<file path="src/rtl/nibble_serial_addsub.sv">
// Purpose : 16-bit (4*NIBBLES) two's-complement add/sub, one nibble per cycle through a cla_4bit slice.
// Latency : done pulses in the cycle after the NIBBLES-th edge following start acceptance.
// Backpr. : none; start is only accepted in IDLE or DONE and is ignored while busy.
//
// Ports (nibble_serial_addsub):
//   clk, rst_n      rising-edge clock, asynchronous active-low reset
//   start, sub      request an operation; sub=1 selects A-B (both sampled on acceptance)
//   A, B            operands, captured on acceptance, free to change afterwards
//   busy, done      busy while nibbles are processed; done is a one-cycle result-valid pulse
//   Sum             result (saturated when SAT=1), held until the next completed operation
//   Ovfl, Z, N      signed overflow of the raw sum, zero and negative of the final Sum

// ---------------------------------------------------------------------------
// cla_4bit: single 4-bit carry-lookahead slice.
// Produces the nibble sum plus group propagate/generate so the caller can
// form the outgoing carry as g | (p & cin) without a ripple chain.
// ---------------------------------------------------------------------------
module cla_4bit (
    input  logic [3:0] a,
    input  logic [3:0] b,
    input  logic       cin,
    output logic [3:0] sum,
    output logic       p,
    output logic       g
);

    logic [3:0] bit_p;
    logic [3:0] bit_g;
    logic [3:0] c;

    assign bit_p = a ^ b;
    assign bit_g = a & b;

    // Lookahead carries into each bit position, all derived from cin directly.
    assign c[0] = cin;
    assign c[1] = bit_g[0] | (bit_p[0] & cin);
    assign c[2] = bit_g[1] | (bit_p[1] & bit_g[0]) | (bit_p[1] & bit_p[0] & cin);
    assign c[3] = bit_g[2] | (bit_p[2] & bit_g[1]) | (bit_p[2] & bit_p[1] & bit_g[0])
                | (bit_p[2] & bit_p[1] & bit_p[0] & cin);

    assign sum = bit_p ^ c;

    // Group terms deliberately exclude cin.
    assign p = &bit_p;
    assign g = bit_g[3] | (bit_p[3] & bit_g[2]) | (bit_p[3] & bit_p[2] & bit_g[1])
             | (bit_p[3] & bit_p[2] & bit_p[1] & bit_g[0]);

endmodule

// ---------------------------------------------------------------------------
// nibble_serial_addsub: top level.
// ---------------------------------------------------------------------------
module nibble_serial_addsub #(
    parameter int NIBBLES = 4,
    parameter bit SAT     = 1'b1
) (
    input  logic                 clk,
    input  logic                 rst_n,
    input  logic                 start,
    input  logic                 sub,
    input  logic [4*NIBBLES-1:0] A,
    input  logic [4*NIBBLES-1:0] B,
    output logic                 busy,
    output logic                 done,
    output logic [4*NIBBLES-1:0] Sum,
    output logic                 Ovfl,
    output logic                 Z,
    output logic                 N
);

    localparam int W  = 4 * NIBBLES;
    localparam int CW = (NIBBLES > 1) ? $clog2(NIBBLES) : 1;

    localparam logic [W-1:0] MAX_POS = {1'b0, {(W-1){1'b1}}};
    localparam logic [W-1:0] MAX_NEG = {1'b1, {(W-1){1'b0}}};

    typedef enum logic [1:0] {
        IDLE = 2'd0,
        RUN  = 2'd1,
        DONE = 2'd2
    } state_t;

    state_t state;
    state_t state_nxt;

    // Captured operands. b_eff already holds ~B for subtraction; the +1 of
    // the two's complement is supplied by seeding the carry with sub.
    logic [W-1:0]  a_reg;
    logic [W-1:0]  b_eff;
    logic          carry;
    logic [CW-1:0] cnt;
    logic [W-1:0]  raw;

    logic          accept;
    logic          last_nib;

    logic [3:0]    slice_a;
    logic [3:0]    slice_b;
    logic [3:0]    slice_sum;
    logic          slice_p;
    logic          slice_g;

    logic [W-1:0]  raw_upd;
    logic          ovfl_fin;
    logic [W-1:0]  sum_fin;

    // ------------------------------------------------------------------
    // Control
    // ------------------------------------------------------------------
    assign accept   = start && ((state == IDLE) || (state == DONE));
    assign last_nib = (cnt == CW'(NIBBLES - 1));

    // State register
    always_ff @(posedge clk or negedge rst_n) begin
        if (!rst_n) begin
            state <= IDLE;
        end else begin
            state <= state_nxt;
        end
    end

    // Next-state logic
    always_comb begin
        state_nxt = state;
        case (state)
            IDLE: begin
                if (start) begin
                    state_nxt = RUN;
                end
            end
            RUN: begin
                if (last_nib) begin
                    state_nxt = DONE;
                end
            end
            DONE: begin
                // Back-to-back acceptance straight out of DONE.
                state_nxt = start ? RUN : IDLE;
            end
            default: begin
                state_nxt = IDLE;
            end
        endcase
    end

    // Output logic
    always_comb begin
        busy = 1'b0;
        done = 1'b0;
        case (state)
            RUN:     busy = 1'b1;
            DONE:    done = 1'b1;
            default: begin
                busy = 1'b0;
                done = 1'b0;
            end
        endcase
    end

    // ------------------------------------------------------------------
    // Datapath: one nibble through the shared slice per RUN cycle
    // ------------------------------------------------------------------
    assign slice_a = a_reg[{cnt, 2'b00} +: 4];
    assign slice_b = b_eff[{cnt, 2'b00} +: 4];

    cla_4bit u_slice (
        .a   (slice_a),
        .b   (slice_b),
        .cin (carry),
        .sum (slice_sum),
        .p   (slice_p),
        .g   (slice_g)
    );

    // Raw sum including the nibble being produced this cycle; on the last
    // nibble this is the complete result, so flags can be registered on the
    // same edge instead of one cycle later.
    always_comb begin
        raw_upd = raw;
        raw_upd[{cnt, 2'b00} +: 4] = slice_sum;
    end

    // Sign-based overflow: operands of equal sign producing a result of the
    // other sign. The carry out of the top nibble is not used.
    assign ovfl_fin = (a_reg[W-1] == b_eff[W-1]) && (raw_upd[W-1] != a_reg[W-1]);

    // On overflow the true result has the sign of A, so clamp toward it.
    always_comb begin
        sum_fin = raw_upd;
        if (SAT && ovfl_fin) begin
            sum_fin = a_reg[W-1] ? MAX_NEG : MAX_POS;
        end
    end

    always_ff @(posedge clk or negedge rst_n) begin
        if (!rst_n) begin
            a_reg <= '0;
            b_eff <= '0;
            carry <= 1'b0;
            cnt   <= '0;
            raw   <= '0;
        end else if (accept) begin
            a_reg <= A;
            b_eff <= sub ? ~B : B;
            carry <= sub;
            cnt   <= '0;
            raw   <= '0;
        end else if (state == RUN) begin
            raw   <= raw_upd;
            carry <= slice_g | (slice_p & carry);
            if (!last_nib) begin
                cnt <= cnt + 1'b1;
            end
        end
    end

    // Result and flags change only on the RUN->DONE edge.
    always_ff @(posedge clk or negedge rst_n) begin
        if (!rst_n) begin
            Sum  <= '0;
            Ovfl <= 1'b0;
            Z    <= 1'b0;
            N    <= 1'b0;
        end else if ((state == RUN) && last_nib) begin
            Sum  <= sum_fin;
            Ovfl <= ovfl_fin;
            Z    <= (sum_fin == '0);
            N    <= sum_fin[W-1];
        end
    end

endmodule

</file>
<file path="config.mk">
export PLATFORM = sky130hd
export DESIGN_NAME = nibble_serial_addsub
export DESIGN_NICKNAME = d
export VERILOG_FILES = /design/src/rtl/nibble_serial_addsub.sv
export SDC_FILE = /design/constraint.sdc
export NUM_CORES = 1
export LEC_CHECK = 0
export BUFFER_PORTS_ARGS = -buffer_cell sky130_fd_sc_hd__buf_2
export CAP_MARGIN = 20
export CORE_MARGIN = 4
export CORE_UTILIZATION = 37
export CTS_CLUSTER_DIAMETER = 120
export CTS_CLUSTER_SIZE = 8
export DETAILED_ROUTE_END_ITERATION = 7
export HOLD_SLACK_MARGIN = 0.03
export PLACE_DENSITY_LB_ADDON = 0.15
export SLEW_MARGIN = 10
export SYNTH_ARGS = -nofsm -noshare
export SYNTH_HDL_FRONTEND = slang
export SYNTH_SLANG_ARGS = --single-unit
</file>
<file path="constraint.sdc">
create_clock -name clk -period 3.1 [get_ports clk]
set_clock_uncertainty 0.1 [all_clocks]
set_input_delay 0.62 -clock clk [delete_from_list [all_inputs] [get_ports clk]]
set_output_delay 0.62 -clock clk [all_outputs]
set_load 0.02 [all_outputs]
</file>
# Word level (Yosys, flattened, before mapping)
# Cells that the tools add are included.
dict set report word_totals {
  regBits 72
  input_bits 36
}
dict set report classes {
  add_sub_neg 2
  eq_ne 8
  shift 4
  mux 17
  bitwise 29
  n_reduce_logical 10
}
# op n
set ops {}
lappend ops {{$mux W16} 5}
lappend ops {{$shiftx A16 B5 Y4} 2}
lappend ops {{$bwmux W16} 1}
lappend ops {{$logic_not A16 Y1} 1}
lappend ops {{$not A16 Y16} 1}
lappend ops {{$shift A4 B6 Y16 const A} 1}
lappend ops {{$shiftx A4 B6 Y16} 1}
lappend ops {{$and A1 B1 Y1} 15}
lappend ops {{$mux W2} 5}
lappend ops {{$or A1 B1 Y1} 10}
lappend ops {{$xor A4 B4 Y4} 2}
lappend ops {{$ne A2 B2 Y1 const B} 3}
lappend ops {{$neg A4 Y6} 1}
lappend ops {{$pmux W2 S3} 1}
lappend ops {{$mux W1} 5}
lappend ops {{$and A4 B4 Y4} 1}
lappend ops {{$eq A2 B2 Y1 const B} 2}
lappend ops {{$reduce_and A2 Y1} 2}
lappend ops {{$reduce_and A4 Y1} 1}
lappend ops {{$logic_and A1 B1 Y1} 3}
lappend ops {{$add A2 B1 Y2 const B} 1}
lappend ops {{$eq A2 B1 Y1 const B} 1}
lappend ops {{$logic_not A2 Y1} 1}
lappend ops {{$reduce_bool A2 Y1} 1}
lappend ops {{3 further kinds} 3}

# Depth between registers and ports, before layout
dict set report depth {
  depth_word 13
  ltp_mapped 10
}

# Hierarchy
# A second synthesis with hierarchy kept.
dict set report hier_totals {
  cells_unflattened 406
  hier_area_um2 3799.9
}
# module n_inst cells_per_inst area_per_inst_um2
set by_module_without_submodules {}
lappend by_module_without_submodules {nibble_serial_addsub 1 385 3629.7}
lappend by_module_without_submodules {cla_4bit 1 21 170.2}

# Worst setup path before layout
# Ideal clock, no wire load.
dict set report synth_path {
  kind {register to register}
  startpoint {reg cnt[0]}
  endpoint {reg Sum[12]}
  setup_time_ns 0.136
  arrival_time_ns 2.803
  required_time_ns 2.864
  path_slack_ns 0.061
  path_stages_with_launch 10
  cell_sequence {dfrtp_1 -> buf_2 -> mux4_2 -> ha_1 -> a21oi_1 -> and3_4 -> nor4b_4 -> nor4_4 -> buf_6 -> a211oi_2}
}
dict set report synth_via {
  elab_chain_len 12
}
# item line
set synth_rtl {}
lappend synth_rtl {{from (decl)} 91} ;# logic [CW-1:0] cnt;
lappend synth_rtl {{from (signal assigned)} 212} ;# cnt <= cnt + 1'b1;
lappend synth_rtl {{$shiftx A16 B5 Y4, on equally long branches} {163, 164}}
lappend synth_rtl {{$xor A4 B4 Y4 / $and A4 B4 Y4 (equally long branches)} {31, 32}}
lappend synth_rtl {{$and A1 B1 Y1, on equally long branches} {38, 39}}
lappend synth_rtl {{$or A1 B1 Y1, or another cell as far along} 38} ;# assign c[3] = bit_g[2] | (bit_p[2] & bit_g[1]) | (bit_p[2] & bit_p[1] & bit_g[0])
lappend synth_rtl {{$or A1 B1 Y1 / $and A1 B1 Y1 (equally long branches)} {38, 39}}
lappend synth_rtl {{$or A1 B1 Y1} 39} ;# | (bit_p[2] & bit_p[1] & bit_p[0] & cin);
lappend synth_rtl {{$xor A4 B4 Y4} 41} ;# assign sum = bit_p ^ c;
lappend synth_rtl {{$shiftx A4 B6 Y16} 180} ;# raw_upd[{cnt, 2'b00} +: 4] = slice_sum;
lappend synth_rtl {{$bwmux W16} 180}
lappend synth_rtl {{$ne A1 B1 Y1} 185} ;# assign ovfl_fin = (a_reg[W-1] == b_eff[W-1]) && (raw_upd[W-1] != a_reg[W-1]);
lappend synth_rtl {{$logic_and A1 B1 Y1} 185}
lappend synth_rtl {{$mux W16} 190} ;# if (SAT && ovfl_fin) begin
lappend synth_rtl {{to (signal assigned)} 225} ;# Sum <= sum_fin;
lappend synth_rtl {{to (decl)} 65} ;# output logic [4*NIBBLES-1:0] Sum,
# Parallel ways exist; a longest one is shown, timed or not.
# A chain may end at the register's enable or synchronous reset.

# Final worst setup path
dict set report layout_path {
  startpoint {reg cnt[0]}
  endpoint {reg Z}
}
dict set report layout_via {
  elab_chain_len 13
}
# item line
set layout_rtl {}
lappend layout_rtl {{$shiftx A16 B5 Y4, on equally long branches} {163, 164}}
lappend layout_rtl {{$xor A4 B4 Y4 / $and A4 B4 Y4 (equally long branches)} {31, 32}}
lappend layout_rtl {{$and A1 B1 Y1, on equally long branches} {38, 39}}
lappend layout_rtl {{$or A1 B1 Y1, or another cell as far along} 38}
lappend layout_rtl {{$or A1 B1 Y1 / $and A1 B1 Y1 (equally long branches)} {38, 39}}
lappend layout_rtl {{$or A1 B1 Y1} 39}
lappend layout_rtl {{$xor A4 B4 Y4} 41}
lappend layout_rtl {{$shiftx A4 B6 Y16} 180}
lappend layout_rtl {{$bwmux W16} 180}
lappend layout_rtl {{$ne A1 B1 Y1} 185}
lappend layout_rtl {{$logic_and A1 B1 Y1} 185}
lappend layout_rtl {{$mux W16} 190}
lappend layout_rtl {{$logic_not A16 Y1} 227} ;# Z <= (sum_fin == '0);
lappend layout_rtl {{to (signal assigned)} 227}
lappend layout_rtl {{to (decl)} 67} ;# output logic Z,
# Parallel ways exist; a longest one is shown, timed or not.

==> flow_summary_export.csv <==
group,metric,value,unit
status,outcome,"finished, final reports clean",
critical_path,start_kind,"flip-flop",
sta,maxSlewViolCount,0,
die,die_x,109.5,µm
sta,fin_crit_sh,0.9666,
drt,route.antenna.remaining_nets,0,
synth,yosysWarnings,0,
placed_design,place_inst,579,
cells_and_area,fill_cells,1009,
sta,hold_viol_final,0,
global_route,antenna_found_initial,0,
die,fp-row-count,36,
drt,drt-total-wl,9450,µm
synth,synth-seq-area-share,0.4665,
sta,setup_violations,0,
critical_path,path_buf_inv,2,
sta,slew_headroom,0.5721,
die,fp.dieArea,11980,µm²
drt,viasPerCell,5.116,
sta,holdWs,170.8,ps
drt,drc_errors,0,
critical_path,critPathKind,"flip-flop to flip-flop",
critical_path,crit_family,"compound AO/OA/AOI/OAI gates",
pwr,p_leak,2.112,nW
pwr,ir_worst_vdd,0.4930,mV
global_route,overflow,0,
synth,avgSynthCellArea,9.918,µm²
cells_and_area,diodes,0,
die,core_area,9910,µm²
clocking,cts-htree-levels,3,
placed_design,dp_hpwl,6973,µm
synth,syn_nets,431,
sta,fin_tns_setup,0,ps
cells_and_area,syn_to_final_growth,20.96,%
critical_path,cp_cell_sequence,"buf_12 > mux4_2 > ha_1 > a21o_1 > a22o_2 > buf_4 > a2111oi_0 > nor4_2 > a41o_1",
cells_and_area,drive_gt1_frac,0.2857,
job,maxCapViolCount,0,
drt,vias,3044,
critical_path,r2r_setup_slack,100,ps
synth,synth-edff-count,0,
min_path,hold_class,"input port to async pin",
cells_and_area,nNetsFinal,504,
drt,drt_first_pass_iters,5,
critical_path,cpMaxStageDelayCell,"mux4_2",
global_route,grt_pass1_wl,15500,µm
sta,period_needed,2997,ps
placed_design,globalplace.congestion,0.9353,
clocking,cts_resized,0,
cells_and_area,final_cell_mix,"88 x nand2_1, 71 x dfrtp_1, 56 x buf_2",
critical_path,regToRegEndpoint,"Z",
placed_design,io_buffer_count,56,
clocking,cts_max_path_buffers,2,
sta,max_freq,0.3337,GHz
sta,fin_ws,103.4,ps
critical_path,worstPathArrival,3140,ps
critical_path,cp_max_fo,7,
global_route,grtUsageTotal,0.1675,
drt,wl_per_cell,15.88,µm
global_route,grt_pass1_vias,3068,
synth,ys_types,54,
drt,first_iter_violations,149,
die,die_h,109.5,µm
clocking,cts_hold_buf,0,
synth,syn_area,3809,µm²
clocking,cts_tree,"yes",
synth,synthFlopType,"dfrtp_1",
clocking,clock-sinks,71,
cells_and_area,final_common_cell,"nand2_1",
clocking,clock_latency,340,ps
critical_path,slowest_delay,500,ps
clocking,cts.root.buffer_cell,"clkbuf_8",
pwr,p_per_area,1314,nW/µm²
die,ios,57,
sta,worst_pin_slew,637.1,ps
clocking,cts.clk_slew.worst_paths,80,ps
synth,async_reset_ff_frac,1.000,
synth,synthCells,384,
die,start_util,0.3843,
critical_path,r2r_start,"cnt[0]",
critical_path,worst_ep_required_time,3240,ps
placed_design,pre_cts_slack,50.90,ps
synth,synth-seq-cells,71,
clocking,post_cts_buffers,0,
cells_and_area,final_cells,595,
critical_path,cp-end-kind,"flip-flop",
clocking,cts-buffers-inserted,9,
global_route,grt_max_degree,38,
critical_path,rr_worst_depth,9,
==> per-layer routing <==
| metal | vias to the layer above | global-route usage | share of wire |
|---|---|---|---|
| li1 | 1480 | - | - |
| met1 | 1478 | 0.2126 | 0.45 |
| met2 | 74 | 0.2860 | 0.50 |
| met3 | 12 | 0.03523 | 0.040 |
| met4 | 0 | 0.05165 | 0.014 |
| met5 | - | 0 | 0 |
==> worst register-to-register path, delay by kind of cell (launching register included) <==
kind / cells / cell delay (ps)
adder cells (fa/ha/maj): 1 / 340
flip-flops: 1 / 400
AND/OR/NAND/NOR: 1 / 120
buffers and inverters: 2 / 300
AO/OA/AOI/OAI: 4 / 1130
multiplexers: 1 / 500
==> kinds of logic after synthesis <==
kind of cell,Yosys count,synth area share
buffers and inverters,34,0.04336
AOI/OAI and AO/OA,89,0.1725
and+or+nand+nor,152,0.1879
DFF,71,0.4665
adders and majority gates,11,0.03811
xor gates and xnor gates,18,0.04139
muxes,9,0.05026
==> power by group <==
group | total [mW] | internal, mW | switching [mW]
logic | 3.59 | 1.52 | 2.07
registers | 1.63 | 1.37 | 0.267
clock network | 0.832 | 0.476 | 0.357
total | 6.05 | 3.36 | 2.70
==> Yosys cell counts, types with 2 or more instances <==
cell type  instances  area share
mux4_2             8       0.047
dfrtp_1           71        0.47
nor2b_1           11       0.018
and4bb_2           3      0.0099
nor2_1            27       0.027
buf_2              3      0.0039
inv_1             12       0.012
xnor2_1           17       0.039
a211oi_1           2      0.0039
a211oi_2          10       0.033
a22o_1             3      0.0069
a31oi_1            6      0.0099
nand3_1            4      0.0053
clkbuf_1          13       0.013
a22oi_1            3      0.0059
o31ai_1            3      0.0059
ha_1              10       0.033
nor4_1             2      0.0033
a21oi_1            9       0.012
nor3_1             4      0.0053
o21ai_0           34       0.045
nand2_1           88       0.087
a21o_1             2      0.0039
nand2b_1           3      0.0049
o21bai_1           2      0.0039
buf_6              4       0.012
a311oi_1           3      0.0069
==> area by class of cell <==
cell class | instances | area [µm²] | area share
Clock buffer | 11 | 141.4 | 0.03069
Clock inverter | 5 | 81.33 | 0.01765
Sequential cell | 71 | 1777 | 0.3857
Inverter | 13 | 48.80 | 0.01059
Multi-Input combinational cell | 279 | 1877 | 0.4074
Tap cell | 133 | 166.4 | 0.03612
Timing Repair Buffer | 83 | 515.5 | 0.1119
==> worst max path at each step <==
stage / start / end / slack (ps) / depth (start not counted)
floorplan: cnt[0] / Sum[12] / 60 / 9
global placement: cnt[0] / Sum[0] / -100 / 8
detailed placement: cnt[0] / Sum[0] / 50 / 9
CTS: cnt[0] / Sum[0] / 60 / 9
global route: cnt[0] / Z / -20 / 9
finish: cnt[0] / Z / 100 / 9
==> stage by stage <==
step	power, mW	util	instance area, µm²
6_report	6.053	0.4649	4607
5_1_grt	6.492	0.4649	4607
4_1_cts	6.019	0.4639	4597
3_5_place_dp	5.164	0.4414	4374
3_3_place_gp	5.117	0.4399	4359
2_1_floorplan	3.931	-	3809
Note: power is estimated with default switching activity, not from simulation.
